<file path="config.mk">
export PLATFORM = sky130hd
export DESIGN_NAME = wall_kick_sequencer_flat
export DESIGN_NICKNAME = d
export VERILOG_FILES = /design/src/rtl/wall_kick_sequencer_if.sv /design/src/rtl/wall_kick_sequencer.sv /design/src/flat_wrapper.sv
export SDC_FILE = /design/constraint.sdc
export NUM_CORES = 1
export LEC_CHECK = 0
export CELL_PAD_IN_SITES_DETAIL_PLACEMENT = 0
export CELL_PAD_IN_SITES_GLOBAL_PLACEMENT = 1
export CORE_MARGIN = 2
export CORE_UTILIZATION = 44
export CTS_BUF_LIST = sky130_fd_sc_hd__clkbuf_8
export CTS_CLUSTER_DIAMETER = 80
export DETAILED_ROUTE_END_ITERATION = 8
export PLACE_DENSITY = 0.88
export SYNTH_ARGS = -nofsm -noshare
export SYNTH_HDL_FRONTEND = slang
export SYNTH_SLANG_ARGS = --single-unit
</file>
<file path="constraint.sdc">
create_clock -name clk -period 4.95 [get_ports clk]
set_input_delay 0.7425 -clock clk [delete_from_list [all_inputs] [get_ports clk]]
set_output_delay 0.7425 -clock clk [all_outputs]
set_load 0.02 [all_outputs]
</file>
<file path="src/rtl/wall_kick_sequencer_if.sv">
// Candidate-placement handshake between the wall-kick sequencer and a collision checker.
//   master (sequencer): drives test_valid, test_dx, test_dy, test_orient;
//                       receives test_ack, test_fits.
//   slave  (checker)  : the reverse.
// test_fits is meaningful only in a cycle where test_ack is high.
// Orientation encoding: 0 = spawn, 1 = R, 2 = 180, 3 = L.
interface wall_kick_sequencer_if #(
    parameter int unsigned OFFSET_W = 4
);
    logic                       test_valid;
    logic signed [OFFSET_W-1:0] test_dx;
    logic signed [OFFSET_W-1:0] test_dy;
    logic [1:0]                 test_orient;
    logic                       test_ack;
    logic                       test_fits;

    modport master (
        output test_valid, test_dx, test_dy, test_orient,
        input  test_ack, test_fits
    );

    modport slave (
        input  test_valid, test_dx, test_dy, test_orient,
        output test_ack, test_fits
    );
endinterface

</file>
<file path="src/rtl/wall_kick_sequencer.sv">
// Wall-kick sequencer: walks the SRS kick table for a requested rotation, presenting one
// candidate offset at a time to an external collision checker, and reports the first
// candidate that fits (or failure once the table is exhausted).
// Ports:
//   clk, rst_l           clock, asynchronous active-low reset
//   rot_req, rot_dir     request and direction (01 CW, 10 CCW, 11 180, 00 none)
//   is_i_piece           use the I-tetromino kick table
//   cur_orient           orientation before rotation (0, R=1, 2, L=3)
//   cancel               synchronous abort of a running sequence
//   chk                  candidate handshake (master side)
//   busy, done, done_ok  status and one-cycle completion pulse
//   new_orient, kick_dx, kick_dy, kick_idx   last accepted result
// Offsets use screen coordinates (positive dy points down).
module wall_kick_sequencer #(
    parameter int unsigned MAX_TESTS  = 5,
    parameter bit          ENABLE_180 = 1'b0,
    parameter int unsigned OFFSET_W   = 4
) (
    input  logic                       clk,
    input  logic                       rst_l,
    input  logic                       rot_req,
    input  logic [1:0]                 rot_dir,
    input  logic                       is_i_piece,
    input  logic [1:0]                 cur_orient,
    input  logic                       cancel,
    wall_kick_sequencer_if.master      chk,
    output logic                       busy,
    output logic                       done,
    output logic                       done_ok,
    output logic [1:0]                 new_orient,
    output logic signed [OFFSET_W-1:0] kick_dx,
    output logic signed [OFFSET_W-1:0] kick_dy,
    output logic [2:0]                 kick_idx
);

    localparam logic [1:0]  ORIENTATION_0 = 2'd0;
    localparam int unsigned CNT_180       = (MAX_TESTS < 2) ? MAX_TESTS : 2;
    localparam logic [2:0]  LAST_90       = 3'(MAX_TESTS - 1);
    localparam logic [2:0]  LAST_180      = 3'(CNT_180 - 1);

    // Rows padded to 8 so a 3-bit index can never fall outside the table.
    localparam int KICK_DX [8][8] = '{
        '{0, -1, -1,  0, -1, 0, 0, 0},  // non-I, into R
        '{0,  1,  1,  0,  1, 0, 0, 0},  // non-I, out of R
        '{0,  1,  1,  0,  1, 0, 0, 0},  // non-I, into L
        '{0, -1, -1,  0, -1, 0, 0, 0},  // non-I, out of L
        '{0, -2,  1, -2,  1, 0, 0, 0},  // I: 0->R, L->2
        '{0,  2, -1,  2, -1, 0, 0, 0},  // I: R->0, 2->L
        '{0, -1,  2, -1,  2, 0, 0, 0},  // I: R->2, 0->L
        '{0,  1, -2,  1, -2, 0, 0, 0}   // I: 2->R, L->0
    };
    localparam int KICK_DY [8][8] = '{
        '{0,  0, -1,  2,  2, 0, 0, 0},
        '{0,  0,  1, -2, -2, 0, 0, 0},
        '{0,  0, -1,  2,  2, 0, 0, 0},
        '{0,  0,  1, -2, -2, 0, 0, 0},
        '{0,  0,  0,  1, -2, 0, 0, 0},
        '{0,  0,  0, -1,  2, 0, 0, 0},
        '{0,  0,  0, -2,  1, 0, 0, 0},
        '{0,  0,  0,  2, -1, 0, 0, 0}
    };

    typedef enum logic [1:0] {StIdle, StTest, StDone} state_e;

    function automatic logic [2:0] kick_row(input logic is_i, input logic [1:0] src,
                                            input logic [1:0] dst);
        logic [2:0] row;
        if (!is_i) begin
            if (dst == 2'd1)      row = 3'd0;
            else if (src == 2'd1) row = 3'd1;
            else if (dst == 2'd3) row = 3'd2;
            else                  row = 3'd3;
        end else begin
            case ({src, dst})
                4'b0001, 4'b1110: row = 3'd4;
                4'b0100, 4'b1011: row = 3'd5;
                4'b0110, 4'b0011: row = 3'd6;
                default:          row = 3'd7;
            endcase
        end
        return row;
    endfunction

    state_e                     state_q, state_d;
    logic [2:0]                 idx_q, idx_d;
    logic [1:0]                 from_q, from_d;
    logic [1:0]                 dir_q, dir_d;
    logic                       is_i_q, is_i_d;
    logic signed [OFFSET_W-1:0] test_dx_q, test_dx_d, test_dy_q, test_dy_d;
    logic [1:0]                 test_orient_q, test_orient_d;
    logic                       done_ok_q, done_ok_d;
    logic [1:0]                 new_orient_q, new_orient_d;
    logic signed [OFFSET_W-1:0] kick_dx_q, kick_dx_d, kick_dy_q, kick_dy_d;
    logic [2:0]                 kick_idx_q, kick_idx_d;

    logic                       dir_legal, accept;
    logic [1:0]                 target;
    logic [2:0]                 idx_inc, last_idx, row;
    logic signed [OFFSET_W-1:0] nxt_dx, nxt_dy;

    assign dir_legal = (rot_dir == 2'b01) || (rot_dir == 2'b10) ||
                       ((rot_dir == 2'b11) && ENABLE_180);
    assign accept    = (state_q == StIdle) && rot_req && dir_legal && !cancel;
    assign idx_inc   = idx_q + 3'd1;
    assign last_idx  = (dir_q == 2'b11) ? LAST_180 : LAST_90;
    assign row       = kick_row(is_i_q, from_q, test_orient_q);

    always_comb begin
        unique case (rot_dir)
            2'b01:   target = cur_orient + 2'd1;
            2'b10:   target = cur_orient - 2'd1;
            default: target = cur_orient + 2'd2;
        endcase
    end

    // Offset for the next table entry; entry 0 is always (0,0) so acceptance never needs it.
    always_comb begin
        nxt_dx = '0;
        nxt_dy = '0;
        if (dir_q == 2'b11) begin
            if (idx_inc == 3'd1) begin
                unique case (from_q)
                    2'd0: nxt_dy = OFFSET_W'(1);
                    2'd1: nxt_dx = OFFSET_W'(1);
                    2'd2: nxt_dy = '1;
                    2'd3: nxt_dx = '1;
                endcase
            end
        end else begin
            nxt_dx = OFFSET_W'(KICK_DX[row][idx_inc]);
            nxt_dy = OFFSET_W'(KICK_DY[row][idx_inc]);
        end
    end

    always_comb begin
        state_d       = state_q;
        idx_d         = idx_q;
        from_d        = from_q;
        dir_d         = dir_q;
        is_i_d        = is_i_q;
        test_dx_d     = test_dx_q;
        test_dy_d     = test_dy_q;
        test_orient_d = test_orient_q;
        done_ok_d     = done_ok_q;
        new_orient_d  = new_orient_q;
        kick_dx_d     = kick_dx_q;
        kick_dy_d     = kick_dy_q;
        kick_idx_d    = kick_idx_q;
        unique case (state_q)
            StIdle: begin
                if (accept) begin
                    state_d       = StTest;
                    idx_d         = 3'd0;
                    from_d        = cur_orient;
                    dir_d         = rot_dir;
                    is_i_d        = is_i_piece;
                    test_dx_d     = '0;
                    test_dy_d     = '0;
                    test_orient_d = target;
                end
            end
            StTest: begin
                // cancel wins over a simultaneous ack
                if (cancel) begin
                    state_d = StIdle;
                end else if (chk.test_ack) begin
                    if (chk.test_fits) begin
                        state_d      = StDone;
                        done_ok_d    = 1'b1;
                        new_orient_d = test_orient_q;
                        kick_dx_d    = test_dx_q;
                        kick_dy_d    = test_dy_q;
                        kick_idx_d   = idx_q;
                    end else if (idx_q == last_idx) begin
                        state_d   = StDone;
                        done_ok_d = 1'b0;
                    end else begin
                        idx_d     = idx_inc;
                        test_dx_d = nxt_dx;
                        test_dy_d = nxt_dy;
                    end
                end
            end
            StDone:  state_d = StIdle;
            default: state_d = StIdle;
        endcase
    end

    always_ff @(posedge clk or negedge rst_l) begin
        if (!rst_l) begin
            state_q       <= StIdle;
            idx_q         <= 3'd0;
            from_q        <= ORIENTATION_0;
            dir_q         <= 2'b00;
            is_i_q        <= 1'b0;
            test_dx_q     <= '0;
            test_dy_q     <= '0;
            test_orient_q <= ORIENTATION_0;
            done_ok_q     <= 1'b0;
            new_orient_q  <= ORIENTATION_0;
            kick_dx_q     <= '0;
            kick_dy_q     <= '0;
            kick_idx_q    <= 3'd0;
        end else begin
            state_q       <= state_d;
            idx_q         <= idx_d;
            from_q        <= from_d;
            dir_q         <= dir_d;
            is_i_q        <= is_i_d;
            test_dx_q     <= test_dx_d;
            test_dy_q     <= test_dy_d;
            test_orient_q <= test_orient_d;
            done_ok_q     <= done_ok_d;
            new_orient_q  <= new_orient_d;
            kick_dx_q     <= kick_dx_d;
            kick_dy_q     <= kick_dy_d;
            kick_idx_q    <= kick_idx_d;
        end
    end

    assign chk.test_valid  = (state_q == StTest);
    assign chk.test_dx     = test_dx_q;
    assign chk.test_dy     = test_dy_q;
    assign chk.test_orient = test_orient_q;
    assign busy            = (state_q != StIdle);
    assign done            = (state_q == StDone);
    assign done_ok         = done_ok_q;
    assign new_orient      = new_orient_q;
    assign kick_dx         = kick_dx_q;
    assign kick_dy         = kick_dy_q;
    assign kick_idx        = kick_idx_q;

endmodule

</file>
<file path="src/flat_wrapper.sv">
// flat-port wrapper written by rule: the top's interface ports become plain ports
module wall_kick_sequencer_flat 
#(
    parameter int unsigned MAX_TESTS  = 5,
    parameter bit          ENABLE_180 = 1'b0,
    parameter int unsigned OFFSET_W   = 4
)
  (clk, rst_l, rot_req, rot_dir, is_i_piece, cur_orient, cancel, busy, done, done_ok, new_orient, kick_dx, kick_dy, kick_idx, chk_test_valid, chk_test_dx, chk_test_dy, chk_test_orient, chk_test_ack, chk_test_fits);
  wall_kick_sequencer_if #(.OFFSET_W(OFFSET_W)) chk_i ();
  input  logic clk;
  input  logic rst_l;
  input  logic rot_req;
  input  logic [1:0] rot_dir;
  input  logic is_i_piece;
  input  logic [1:0] cur_orient;
  input  logic cancel;
  output logic busy;
  output logic done;
  output logic done_ok;
  output logic [1:0] new_orient;
  output logic signed [OFFSET_W-1:0] kick_dx;
  output logic signed [OFFSET_W-1:0] kick_dy;
  output logic [2:0] kick_idx;
  output wire logic [$bits(chk_i.test_valid)-1:0] chk_test_valid;
  output wire logic [$bits(chk_i.test_dx)-1:0] chk_test_dx;
  output wire logic [$bits(chk_i.test_dy)-1:0] chk_test_dy;
  output wire logic [$bits(chk_i.test_orient)-1:0] chk_test_orient;
  input wire logic [$bits(chk_i.test_ack)-1:0] chk_test_ack;
  input wire logic [$bits(chk_i.test_fits)-1:0] chk_test_fits;
  assign chk_test_valid = chk_i.test_valid;
  assign chk_test_dx = chk_i.test_dx;
  assign chk_test_dy = chk_i.test_dy;
  assign chk_test_orient = chk_i.test_orient;
  assign chk_i.test_ack = chk_test_ack;
  assign chk_i.test_fits = chk_test_fits;
  wall_kick_sequencer #(.MAX_TESTS(MAX_TESTS), .ENABLE_180(ENABLE_180), .OFFSET_W(OFFSET_W)) u_core (.clk(clk), .rst_l(rst_l), .rot_req(rot_req), .rot_dir(rot_dir), .is_i_piece(is_i_piece), .cur_orient(cur_orient), .cancel(cancel), .chk(chk_i), .busy(busy), .done(done), .done_ok(done_ok), .new_orient(new_orient), .kick_dx(kick_dx), .kick_dy(kick_dy), .kick_idx(kick_idx));
endmodule
</file>
==> flow_summary.toml, run 1 <==
[status]
status = "finished, final reports clean"

[setup_path]
worst_path_max_delay_cell = "clkdlybuf4s50_1"
critPathMostFrequentCell = "a22o_1"
cp_data_required_time_ps = 5120
start_kind = "input port"
critical_path_buf_inv_count = 2
cpPeakStageDelay_ps = 470
cp.arrival_ps = 2920
worstSetupPathType = "input port to flop"
crit_family = "compound AO/OA/AOI/OAI gates"
path_cells = "clkdlybuf4s50_1, inv_1, ha_1, or3b_1, a211o_1, a22o_1, a22o_1"
crit_fanout = 10
crit_path_end_kind = "flop"

[clock_tree]
tritoncts = "built"
clk_pin_slew_worst_paths_ps = 60
numCtsBuffers = 5
cts_buffer_depth = 2
clock_latency_ps = 290
holdBufCountCts = 0
cts_resized = 0
cts_root_buf = "clkbuf_8"
cts_max_level = 2
cts.sinks = 30
postCtsSetupRepairBufs = 0

[synthesis]
synth.distinct_cells = 56
avgSynthCellArea_um2 = 9.474
async_flop_share_pct = 100.0
synth_area_um2 = 1904
ys_seq_area_share_pct = 39.42
ys.flop_type = "dfrtp_1"
yosys_warnings = 0
synth-edff-count = 0
netlist_instances = 201
synth_nets = 218
ys_ff_latch = 30

[cells_and_area]
final_net_count = 248
regArea_um2 = 750.7
area.growth.synth_to_final_pct = 23.52
multi_input_area_um2 = 1036
stdcell_count = 282
nFillCells = 374
antenna_cells = 0
drive_above_1_share_pct = 6.034

[floorplan]
start_util_pct = 46.60
die_width_um = 69.79
ioPinCount = 38
rows = 23
die-area_um2 = 4870
die_h_um = 69.79
core_area_um2 = 4086

[grt]
grtUsageTotal_pct = 17.97
grt_pass1_wl_um = 7079
grt_max_degree = 31
antenna_found_initial = 0
grt_pass1_vias = 1485
grt_overflow_total = 0

[power_and_ir_drop]
ir_drop_uv = 236.5
p_leak_nw = 1.020
netSwitchingPower_mw = 0.4617
clockPowerShare_pct = 18.4
swShare_pct = 41.53
pwr_density_cell_nw_per_um2 = 472.7
power_frac_comb_pct = 46.4
power_frac_seq_pct = 35.2
fin_total_pwr_mw = 1.112
p_int_mw = 0.6501

[sta]
final.min_clock_period_ps = 2746
final.period_utilization_pct = 55.47
clock.fmax_mhz = 364.2
setup_viol = 0
tightest_slew_ps = 681.7
relSlewSlack_pct = 54.42
clock_skew_ps = 6.849
rsz0062_at_grt = "no"
fin_tns_setup_ps = 0
hold_violations = 0
worst_slack_ps = 2204
drv_slew = 0

[route]
drtAntennaViolNets = 0
drc = 0
vias = 1604
drt_first_pass_iters = 5
vias_per_cell = 5.688
post_drt_wl_per_cell_um = 15.06
drt_wl_total_um = 4246
drt_iter0_markers = 59

[placed_design]
hpwl_um = 3083
dpl.cell_count = 274
gp_congestion = 0.7793
dp_slack_ps = 1916
port_buffers = 37

[flow_run]
cap_viol_max_count = 0

[worst_hold_path]
min_path_type = "flop to flop"
==> synth_stat cells (3+ instances only) <==
| cell | count | share of area (%) |
|---|---|---|
| a21oi_1 | 11 | 2.9 |
| nor2_1 | 13 | 2.6 |
| nand2b_1 | 6 | 2.0 |
| nand3_1 | 5 | 1.3 |
| a21o_1 | 3 | 1.2 |
| a32o_1 | 3 | 1.6 |
| nand3b_1 | 4 | 1.6 |
| clkbuf_1 | 5 | 0.99 |
| o31ai_1 | 4 | 1.6 |
| mux2_1 | 12 | 7.1 |
| xnor2_1 | 3 | 1.4 |
| dfrtp_1 | 30 | 39 |
| inv_1 | 8 | 1.6 |
| buf_2 | 4 | 1.1 |
| o21ai_1 | 10 | 2.6 |
| nor2b_1 | 3 | 0.99 |
| buf_4 | 4 | 1.6 |
| ha_1 | 6 | 3.9 |
| nand2_1 | 20 | 3.9 |
==> flip-flops by register name, indices dropped and copies added (netlist names), 3 cells and up <==
name                cells
u_core.kick_dx          3
u_core.chk.test_dy      3
u_core.kick_dy          3
u_core.chk.test_dx      3
u_core.kick_idx         3
u_core.idx_q            3
==> per-stage QoR <==
step                      utilization, %  cell area [um2]  hold slack [ps]
final                              57.56             2352            488.7
after global routing               57.56             2352            513.1
after CTS                          57.56             2352            495.0
after detailed placement           55.33             2261            479.1
after global placement             55.33             2261            468.6
after floorplan                        -             1904            446.9
==> cell usage in the layout, fill, tap and decap left out, types with 4 or more instances in the layout <==
cell type         n
a21oi_1          11
clkbuf_8          6
clkdlybuf4s50_1  37
dfrtp_1          30
ha_1              6
inv_1             9
mux2_1           12
nand2_1          20
nand2b_1          6
nand3_1           5
nand3b_1          4
nor2_1           13
o21ai_1          10
o31ai_1           4
==> worst register-to-register path, delay by kind of cell, from the launching register on <==
| kind | cells | cell delay [ps] |
|---|---|---|
| flops | 1 | 620 |
| simple gates | 1 | 110 |
| compound gates | 4 | 850 |
| buf+inv | 1 | 200 |
| fa+ha+maj | 1 | 500 |
==> final cells by class <==
cell class / instances / share of cell area [%]
Tap cell: 50 / 2.660
Clock inverter: 2 / 0.3723
Clock buffer: 6 / 3.511
Sequential cell: 30 / 31.91
Multi-Input combinational cell: 147 / 44.04
Inverter: 9 / 1.436
Timing Repair Buffer: 38 / 16.06
==> routing by layer <==
layer	wire length [um]	track usage, %	vias to the layer above
met2	1915	28.25	49
met3	192	3.634	7
met5	0	0	-
met1	2072	24.54	762
li1	-	-	786
met4	66	6.410	0
==> worst paths after layout <==
check	startpoint	depth (start not counted)	endpoint	slack [ps]
worst max-delay path	rot_dir[0]	7	u_core.chk.test_dy[1]	2200
worst min-delay path	u_core.kick_dx[0]	1	u_core.kick_dx[0]	490
worst max register to register	u_core.idx_q[0]	7	u_core.chk.test_dx[2]	2560
worst min register to register	u_core.kick_dx[0]	1	u_core.kick_dx[0]	490
max in group asynchronous	rst_l	2	u_core.chk.test_orient[0]	3830
min in group asynchronous	rst_l	2	u_core.kick_dy[0]	840
==> power by group through the flow <==
stage / registers [mW] / logic, mW / clock network, mW
after floorplan: 0.385 / 0.356 / 0
after global placement: 0.394 / 0.514 / 0
after detailed placement: 0.394 / 0.516 / 0
after CTS: 0.391 / 0.518 / 0.207
after global routing: 0.406 / 0.564 / 0.216
final: 0.391 / 0.516 / 0.205
==> cell families (layout without fill, tap and decap cells) <==
family,count (synthesis),in the layout,synth area share (%)
adders and majority gates,6,6,3.942
buffers and inverters,24,55,6.176
DFF,30,30,39.42
and+or+nand+nor,65,65,18.73
xor gates and xnor gates,6,6,3.154
AOI/OAI and AO/OA,56,56,20.37
muxes,14,14,8.213
(Power assumes the default switching activity.)
==> run 2, diff against run 1 <==
--- a/config.mk
+++ b/config.mk
@@ -8,11 +8,11 @@
 export CELL_PAD_IN_SITES_DETAIL_PLACEMENT = 0
 export CELL_PAD_IN_SITES_GLOBAL_PLACEMENT = 1
 export CORE_MARGIN = 2
-export CORE_UTILIZATION = 44
+export CORE_UTILIZATION = 37
 export CTS_BUF_LIST = sky130_fd_sc_hd__clkbuf_8
 export CTS_CLUSTER_DIAMETER = 80
 export DETAILED_ROUTE_END_ITERATION = 8
-export PLACE_DENSITY = 0.88
+export PLACE_DENSITY = 0.79
 export SYNTH_ARGS = -nofsm -noshare
 export SYNTH_HDL_FRONTEND = slang
 export SYNTH_SLANG_ARGS = --single-unit
==> constraint.sdc (replaced) <==
create_clock -name clk -period 2.4 [get_ports clk]
set_input_delay 0.36 -clock clk [delete_from_list [all_inputs] [get_ports clk]]
set_output_delay 0.36 -clock clk [all_outputs]
set_load 0.02 [all_outputs]
==> run 2 against run 1 <==
Against the previous run: total power up 120%; global-route usage down 1.4 points; clock power up 110%; worst setup slack worse by 2100 ps; sequential share of layout area down 1.5 points; largest cell class unchanged; worst hold slack worse by 34 ps; largest power group unchanged; combinational power up 140%; wire length up 2.2%; clock skew up 4.3 ps; die area up 18%; cell count up 11%; register-to-register slack worse by 2200 ps.
==> flow_summary.toml, run 2 (synthesis gave the netlist of run 1 again) <==
[placed_design]
gp_congestion = 0.8130
dpl.cell_count = 306
hpwl_um = 3254
port_buffers = 37

[setup_path]
worstSetupPathType = "input port to flop"
cp.arrival_ps = 2480
crit_fanout = 10
critPathMostFrequentCell = "a22o_1"
r2r_start = "u_core.from_q[0]"
worst_path_max_delay_cell = "clkdlybuf4s50_1"
cpPeakStageDelay_ps = 470
crit_path_end_kind = "flop"
critPathLaunch = "rot_dir[0]"
cp_data_required_time_ps = 2580
path_cells = "clkdlybuf4s50_1, inv_1, ha_1, or3b_1, a211o_1, a22o_1, a22o_1"
crit_family = "compound AO/OA/AOI/OAI gates"
start_kind = "input port"
critical_path_buf_inv_count = 2

[status]
status = "finished, final reports clean"

[clock_tree]
tritoncts = "built"
postCtsSetupRepairBufs = 0
cts_root_buf = "clkbuf_8"
cts.sinks = 30
cts_max_level = 2
cts_buffer_depth = 2
numCtsBuffers = 5
holdBufCountCts = 0
cts_resized = 0
clk_pin_slew_worst_paths_ps = 70
clock_latency_ps = 290

[power_and_ir_drop]
power_frac_comb_pct = 51.7
clockPowerShare_pct = 17.7
p_leak_nw = 1.078
power_frac_seq_pct = 30.5
ir_drop_uv = 459.8
swShare_pct = 40.86
p_int_mw = 1.419
netSwitchingPower_mw = 0.9800
pwr_density_cell_nw_per_um2 = 972.1

[route]
drc = 0
post_drt_wl_per_cell_um = 13.82
vias = 1642
drt_first_pass_iters = 4
drt_iter0_markers = 68
vias_per_cell = 5.229
drtAntennaViolNets = 0
drt_wl_total_um = 4341

[sta]
hold_violations = 0
rsz0062_at_grt = "no"
tightest_slew_ps = 515.5
clock.fmax_mhz = 434.3
drv_slew = 0
fin_tns_setup_ps = 0
setup_viol = 0
final.min_clock_period_ps = 2303
relSlewSlack_pct = 65.47
final.period_utilization_pct = 95.95
clock_skew_ps = 11.19

[grt]
antenna_found_initial = 0
grt_overflow_total = 0
grt_max_degree = 31
grtUsageTotal_pct = 16.58
grt_pass1_vias = 1455
grt_pass1_wl_um = 7210

[cells_and_area]
layout_common_cells = "37 x clkdlybuf4s50_1, 30 x dfrtp_1, 20 x nand2_1"
antenna_cells = 0
stdcell_count = 314
nFillCells = 496
final_net_count = 260
postLayoutCoreUtil_pct = 48.93
layout_commonest_cell = "clkdlybuf4s50_1"
area.growth.synth_to_final_pct = 29.57
drive_above_1_share_pct = 10.66

[floorplan]
die_h_um = 75.74
die_width_um = 75.74
ioPinCount = 38
start_util_pct = 37.77
rows = 26
core_area_um2 = 5042
die-area_um2 = 5737

[worst_hold_path]
min_path_type = "input port to async pin"

[flow_run]
cap_viol_max_count = 0
## run 2: changes by cell type in the layout (fill, tap and decap cells not counted), sizes merged
cell	previous run	this run
buf	1	13
## run 2: final cells by class
type / instances / area, um2 / share of cell area, %
clock buffer: 6 / 82.58 / 3.347
clock inverter: 2 / 8.758 / 0.3550
inverter: 9 / 33.78 / 1.369
multi-input combinational: 147 / 1036 / 41.99
sequential: 30 / 750.7 / 30.43
tap: 70 / 87.58 / 3.550
timing repair buffer: 50 / 467.9 / 18.97
## run 2: metrics by stage
step           instance area [um2]  hold slack (ps)  power (mW)  setup WS (ps)
2_1_floorplan                 1904            64.41       1.527          313.5
3_3_place_gp                  2376            471.7       1.973         -185.4
3_5_place_dp                  2376            480.7       1.980         -195.3
4_1_cts                       2467            467.7       2.414          103.5
5_1_grt                       2467            506.2       2.588          12.48
6_report                      2467            454.4       2.399          97.26
## run 2: power by group through the flow
stage / logic [mW] / registers [mW] / clock network, mW
2_1_floorplan: 0.734 / 0.794 / 0
3_3_place_gp: 1.23 / 0.740 / 0
3_5_place_dp: 1.24 / 0.743 / 0
4_1_cts: 1.24 / 0.734 / 0.435
5_1_grt: 1.38 / 0.756 / 0.454
6_report: 1.24 / 0.732 / 0.426
## run 2: routing by layer
metal	GRT usage [%]	up-vias	routed length [um]
li1	-	807	-
met1	23.96	766	2146
met2	23.75	61	1903
met3	3.571	8	211
met4	7.018	0	79
met5	0	-	0
## run 2: path summary, 6_finish.rpt
kind	end	slack, ps	cells past startpoint
min in group clk	u_core.kick_dx[0]	490	1
max in group asynchronous	u_core.is_i_q	1650	2
worst max-delay path	u_core.chk.test_dy[1]	100	7
worst max register to register	u_core.chk.test_dy[2]	330	8
worst min-delay path	u_core.kick_idx[2]	450	2
worst min register to register	u_core.kick_dx[0]	490	1
==> run 3, diff against run 2 <==
--- a/config.mk
+++ b/config.mk
@@ -13,6 +13,7 @@
 export CTS_CLUSTER_DIAMETER = 80
 export DETAILED_ROUTE_END_ITERATION = 8
 export PLACE_DENSITY = 0.79
+export SETUP_SLACK_MARGIN = 0.02
 export SYNTH_ARGS = -nofsm -noshare
 export SYNTH_HDL_FRONTEND = slang
 export SYNTH_SLANG_ARGS = --single-unit
==> run 3 against run 2 <==
Against the previous run: wire length down 0.16%; via count shrank 0.24%; critical path type unchanged; cell count is the same; clock power barely moved; core utilization is essentially flat; register-to-register slack about the same; total power barely moved; highest routed layer unchanged; worst setup slack gained 35 ps; sequential share of layout area about the same; sequential power barely moved; count of clock-buffer cells in the layout unchanged.
==> flow_summary.toml, run 3 (synthesis gave the netlist of run 1 again) <==
[flow_run]
cap_viol_max_count = 0

[placed_design]
port_buffers = 37
dp_slack_ps = -195.3
gp_congestion = 0.8130
hpwl_um = 3254
dpl.cell_count = 306

[grt]
grt.busiest_layer = "met1"
grt_overflow_total = 0
grt_pass1_vias = 1455
antenna_found_initial = 0
grt_pass1_wl_um = 7210
grt_max_degree = 31
use_met3_pct = 3.571
grt_use_met2_pct = 23.75
grtUsageTotal_pct = 16.58
use_met1_pct = 23.96

[sta]
holdWs_ps = 454.2
rsz0062_at_grt = "no"
drv_slew = 0
hold_violations = 0
fin_tns_setup_ps = 0
tightest_slew_ps = 515.5
worst_slack_ps = 132.4
setup_viol = 0
clock.fmax_mhz = 441.0
final.min_clock_period_ps = 2268
relSlewSlack_pct = 65.47
clock_skew_ps = 11.40
final.period_utilization_pct = 94.48

[route]
post_drt_wl_per_cell_um = 13.80
vias = 1638
drt_first_pass_iters = 4
drt_wl_total_um = 4334
drt_iter0_markers = 70
drtAntennaViolNets = 0
vias_per_cell = 5.217
drc = 0

[clock_tree]
cts_buffer_depth = 2
clk_pin_slew_worst_paths_ps = 70
postCtsSetupRepairBufs = 0
cts.sinks = 30
numCtsBuffers = 5
cts_root_buf = "clkbuf_8"
cts_max_level = 2
tritoncts = "built"
clock_latency_ps = 290

[status]
status = "finished, final reports clean"

[floorplan]
die_h_um = 75.74
die_width_um = 75.74
die-area_um2 = 5737
rows = 26
start_util_pct = 37.77
ioPinCount = 38
core_area_um2 = 5042

[power_and_ir_drop]
p_leak_nw = 1.079
ir_drop_uv = 459.9
pwr_density_cell_nw_per_um2 = 971.7

[cells_and_area]
stdcell_count = 314
drive_above_1_share_pct = 11.07
antenna_cells = 0
layout_commonest_cell = "clkdlybuf4s50_1"
layout_common_cells = "37 x clkdlybuf4s50_1, 30 x dfrtp_1, 20 x nand2_1"
regArea_um2 = 750.7
area.growth.synth_to_final_pct = 29.63
multi_input_area_um2 = 1037
nFillCells = 498
final_net_count = 260

[setup_path]
cp.arrival_ps = 2440
crit_fanout = 10
start_kind = "input port"
cp_data_required_time_ps = 2580
crit_path_end_kind = "flop"
worstSetupPathType = "input port to flop"

[worst_hold_path]
min_path_type = "input port to async pin"
-- run 3: through the flow --
stage                     area, um2  power (mW)  utilization, %
after floorplan                1904       1.527               -
after global placement         2376       1.973           47.12
after detailed placement       2376       1.980           47.12
after CTS                      2467       2.414           48.93
after global routing           2469       2.588           48.96
final                          2469       2.399           48.96
-- run 3: path summary, 6_finish.rpt --
check	from	endpoint	cells after the start	slack [ps]
worst min register to register	u_core.kick_dx[0]	u_core.kick_dx[0]	1	490
max in group asynchronous	rst_l	u_core.is_i_q	2	1650
worst max register to register	u_core.from_q[0]	u_core.chk.test_dy[2]	8	330
worst min-delay path	rst_l	u_core.kick_idx[2]	2	450
min in group clk	u_core.kick_dx[0]	u_core.kick_dx[0]	1	490
worst max-delay path	rot_dir[0]	u_core.chk.test_dy[1]	7	130
-- run 3: critical path, cell delays in order --
cell and delay (ps):
clkdlybuf4s50_1 470, inv_1 40, ha_1 300, or3b_1 370, a211o_1 330, a22o_2 320, a22o_1 250
-- run 3: routing by layer --
layer	vias up	wire length (um)	part of all wire (%)
li1	807	-	-
met1	764	2143	49
met2	59	1902	44
met3	8	209	4.8
met4	0	79	1.8
met5	-	0	0
-- run 3: repair_timing --
item | CTS | global route
hold buffers | 0 | 0
setup endpoints to repair | 0 | 2
resized for setup | 0 | 1
-- run 3: final cells by class --
cell class,instances,share of cell area [%]
clock buffers,6,3.345
multi-input cells,147,42.02
inverters,9,1.368
flip-flops and latches,30,30.41
repair buffers,50,18.96
well taps,70,3.548
clock inverters,2,0.3548
-- run 3: where the power goes --
group          internal [mW]  total, mW  switching, mW
Combinational          0.573       1.24          0.668
Clock                  0.227      0.426          0.199
Sequential             0.620      0.732          0.113
==> RTL change: new RTL, settings of run 3 <==
`OFFSET_W` is set to 4 in 3 places; all go to 3.
--- a/src/rtl/wall_kick_sequencer_if.sv
+++ b/src/rtl/wall_kick_sequencer_if.sv
@@ -6,5 +6,5 @@
 // Orientation encoding: 0 = spawn, 1 = R, 2 = 180, 3 = L.
 interface wall_kick_sequencer_if #(
-    parameter int unsigned OFFSET_W = 4
+    parameter int unsigned OFFSET_W = 3
 );
     logic                       test_valid;
--- a/src/rtl/wall_kick_sequencer.sv
+++ b/src/rtl/wall_kick_sequencer.sv
@@ -15,5 +15,5 @@
     parameter int unsigned MAX_TESTS  = 5,
     parameter bit          ENABLE_180 = 1'b0,
-    parameter int unsigned OFFSET_W   = 4
+    parameter int unsigned OFFSET_W   = 3
 ) (
     input  logic                       clk,
--- a/src/flat_wrapper.sv
+++ b/src/flat_wrapper.sv
@@ -4,5 +4,5 @@
     parameter int unsigned MAX_TESTS  = 5,
     parameter bit          ENABLE_180 = 1'b0,
-    parameter int unsigned OFFSET_W   = 4
+    parameter int unsigned OFFSET_W   = 3
 )
   (clk, rst_l, rot_req, rot_dir, is_i_piece, cur_orient, cancel, busy, done, done_ok, new_orient, kick_dx, kick_dy, kick_idx, chk_test_valid, chk_test_dx, chk_test_dy, chk_test_orient, chk_test_ack, chk_test_fits);
Interface: changed (resized chk_test_dx, chk_test_dy, kick_dx and kick_dy); port bits go from 38 to 34. No check against the original RTL was run, so the function may have changed too.
==> RTL change against run 3 <==
Power increased by 3.8%; cell count decreased by 15%; sequential share of layout area rose by 2.3 points; via count shrank 13%; sequential cell count did not move; setup slack better by 65 ps; synthesized area shrank 9.7%; count of clock-buffer cells in the layout unchanged; routed wire length down 10%; final area decreased by 6.8%; core utilization rose by 3.1 points; critical path depth grew 2.
==> RTL change: results (changes against run 3) <==
status=complete, no violations; met2 wire length=1930 microns (+1.6%); drt wl/cell=14.5 microns (+5.4%); worst-path maximum fanout=6 (-4); met2 usage=0.276 (+0.0387); fillers=401 (-19%); non-filler instance count after layout=267 (-15%); proportion of synthesized area in mux cells=0.0960 (+0.0139); GPL Wtd Cong=0.855 (+5.1%); fraction of registers with async set/reset=1.00 (unchanged); Pleak=1.05 nW (-2.5%); GR Util met1=0.206 (-0.0339); # nets final=232 (-11%); placed cells=259 (-15%); reg2reg start=u_core.from_q[0]; reg-to-reg endpoint=u_core.chk.test_dy[2]; synth cell count leaders=dfrtp_1, nand2_1, o21ai_0; via/cell ratio=5.34 (+2.4%); worst min path class=in2async; Port Buffers=33 (-11%); first-pass GRT wire length=6690 microns (-7.3%); GRT Util Overall=0.166 (about the same); met3 routed WL=163 microns (-22%); DP HPWL=2990 microns (-8.2%); syn nets=187 (-14%); antenna violations before repair=0 (unchanged); Synth cell types=52 (-7.1%); ratio of cells with drive above 1 in the final layout=0.163 (+0.0521); Place WS=105 ps (+300 ps); Synth area leaders=dfrtp_1, mux2_2, ha_1; xor/xnor share of the synthesized area=0.0298 (-0.00172); Worst Skew=6.10 ps (-5.30 ps); Syn Area/Cell=10.1 sq um (+6.8%); Synth Area in Compound Gates=0.174 (-0.0299); vias in the first global route=1424 (-2.1%); sequential fraction of the synthesis area=0.436 (+0.0421); Worst-Margin Slew=551 ps (+35.2 ps); peak supply drop=0.377 mV (-18%); Worst Path Arrival=2370 ps (-70 ps); Initial DRC Count=81 (+16%)
==> RTL change: cell count changes after synthesis, sizes merged, moves of 3 or more <==
cell,change
a21oi,-7
a221oi,+3
buf,-3
clkbuf,-3
nand2,-5
nand3b,-3
nor2,-3
o31ai,-3
==> RTL change: critical path: stages (launching register included) <==
cell	delay (ps)
dfrtp_1	430
xnor2_1	260
nand2b_1	140
o21a_1	200
ha_4	230
nor2b_1	120
nor3_1	60
a31o_1	180
a211o_1	280
a22o_1	200
==> RTL change: layout make-up <==
class	count	area (sq um)	share of cell area
clock buffers	6	82.6	0.0359
clock inverters	1	30.0	0.0131
inverters	8	30.0	0.0131
multi-input cells	123	905	0.393
flip-flops and latches	30	752	0.327
well taps	52	65.1	0.0283
repair buffers	47	435	0.189
==> RTL change: timing repair <==
| item | CTS | global route |
|---|---|---|
| hold buffers | 0 | 0 |
| gates resized for setup | 0 | 3 |
| endpoints found under the setup margin | 0 | 2 |
| setup buffers | 0 | 1 |
==> RTL change: worst max path at each step <==
stage | endpoint | slack [ps] | cells after the start
6_report | u_core.chk.test_dy[2] | 200 | 9
5_1_grt | u_core.chk.test_dy[2] | 0.4 | 9
4_1_cts | u_core.chk.test_dy[2] | 90 | 9
3_5_place_dp | u_core.chk.test_dy[2] | 100 | 9
3_3_place_gp | u_core.chk.test_dy[2] | 180 | 9
2_1_floorplan | u_core.chk.test_dy[2] | 30 | 9
==> RTL change: stage by stage <==
stage | hold WS (ps) | area, sq um
global placement | 466 | 2170
CTS | 476 | 2280
global route | 505 | 2300
floorplan | 64.4 | 1720
finish | 464 | 2300
detailed placement | 469 | 2170
==> RTL change: where the power goes <==
group / switching, mW / total [mW] / internal, mW
sequential: 0.124 / 0.774 / 0.650
clock: 0.194 / 0.526 / 0.332
combinational: 0.604 / 1.19 / 0.586
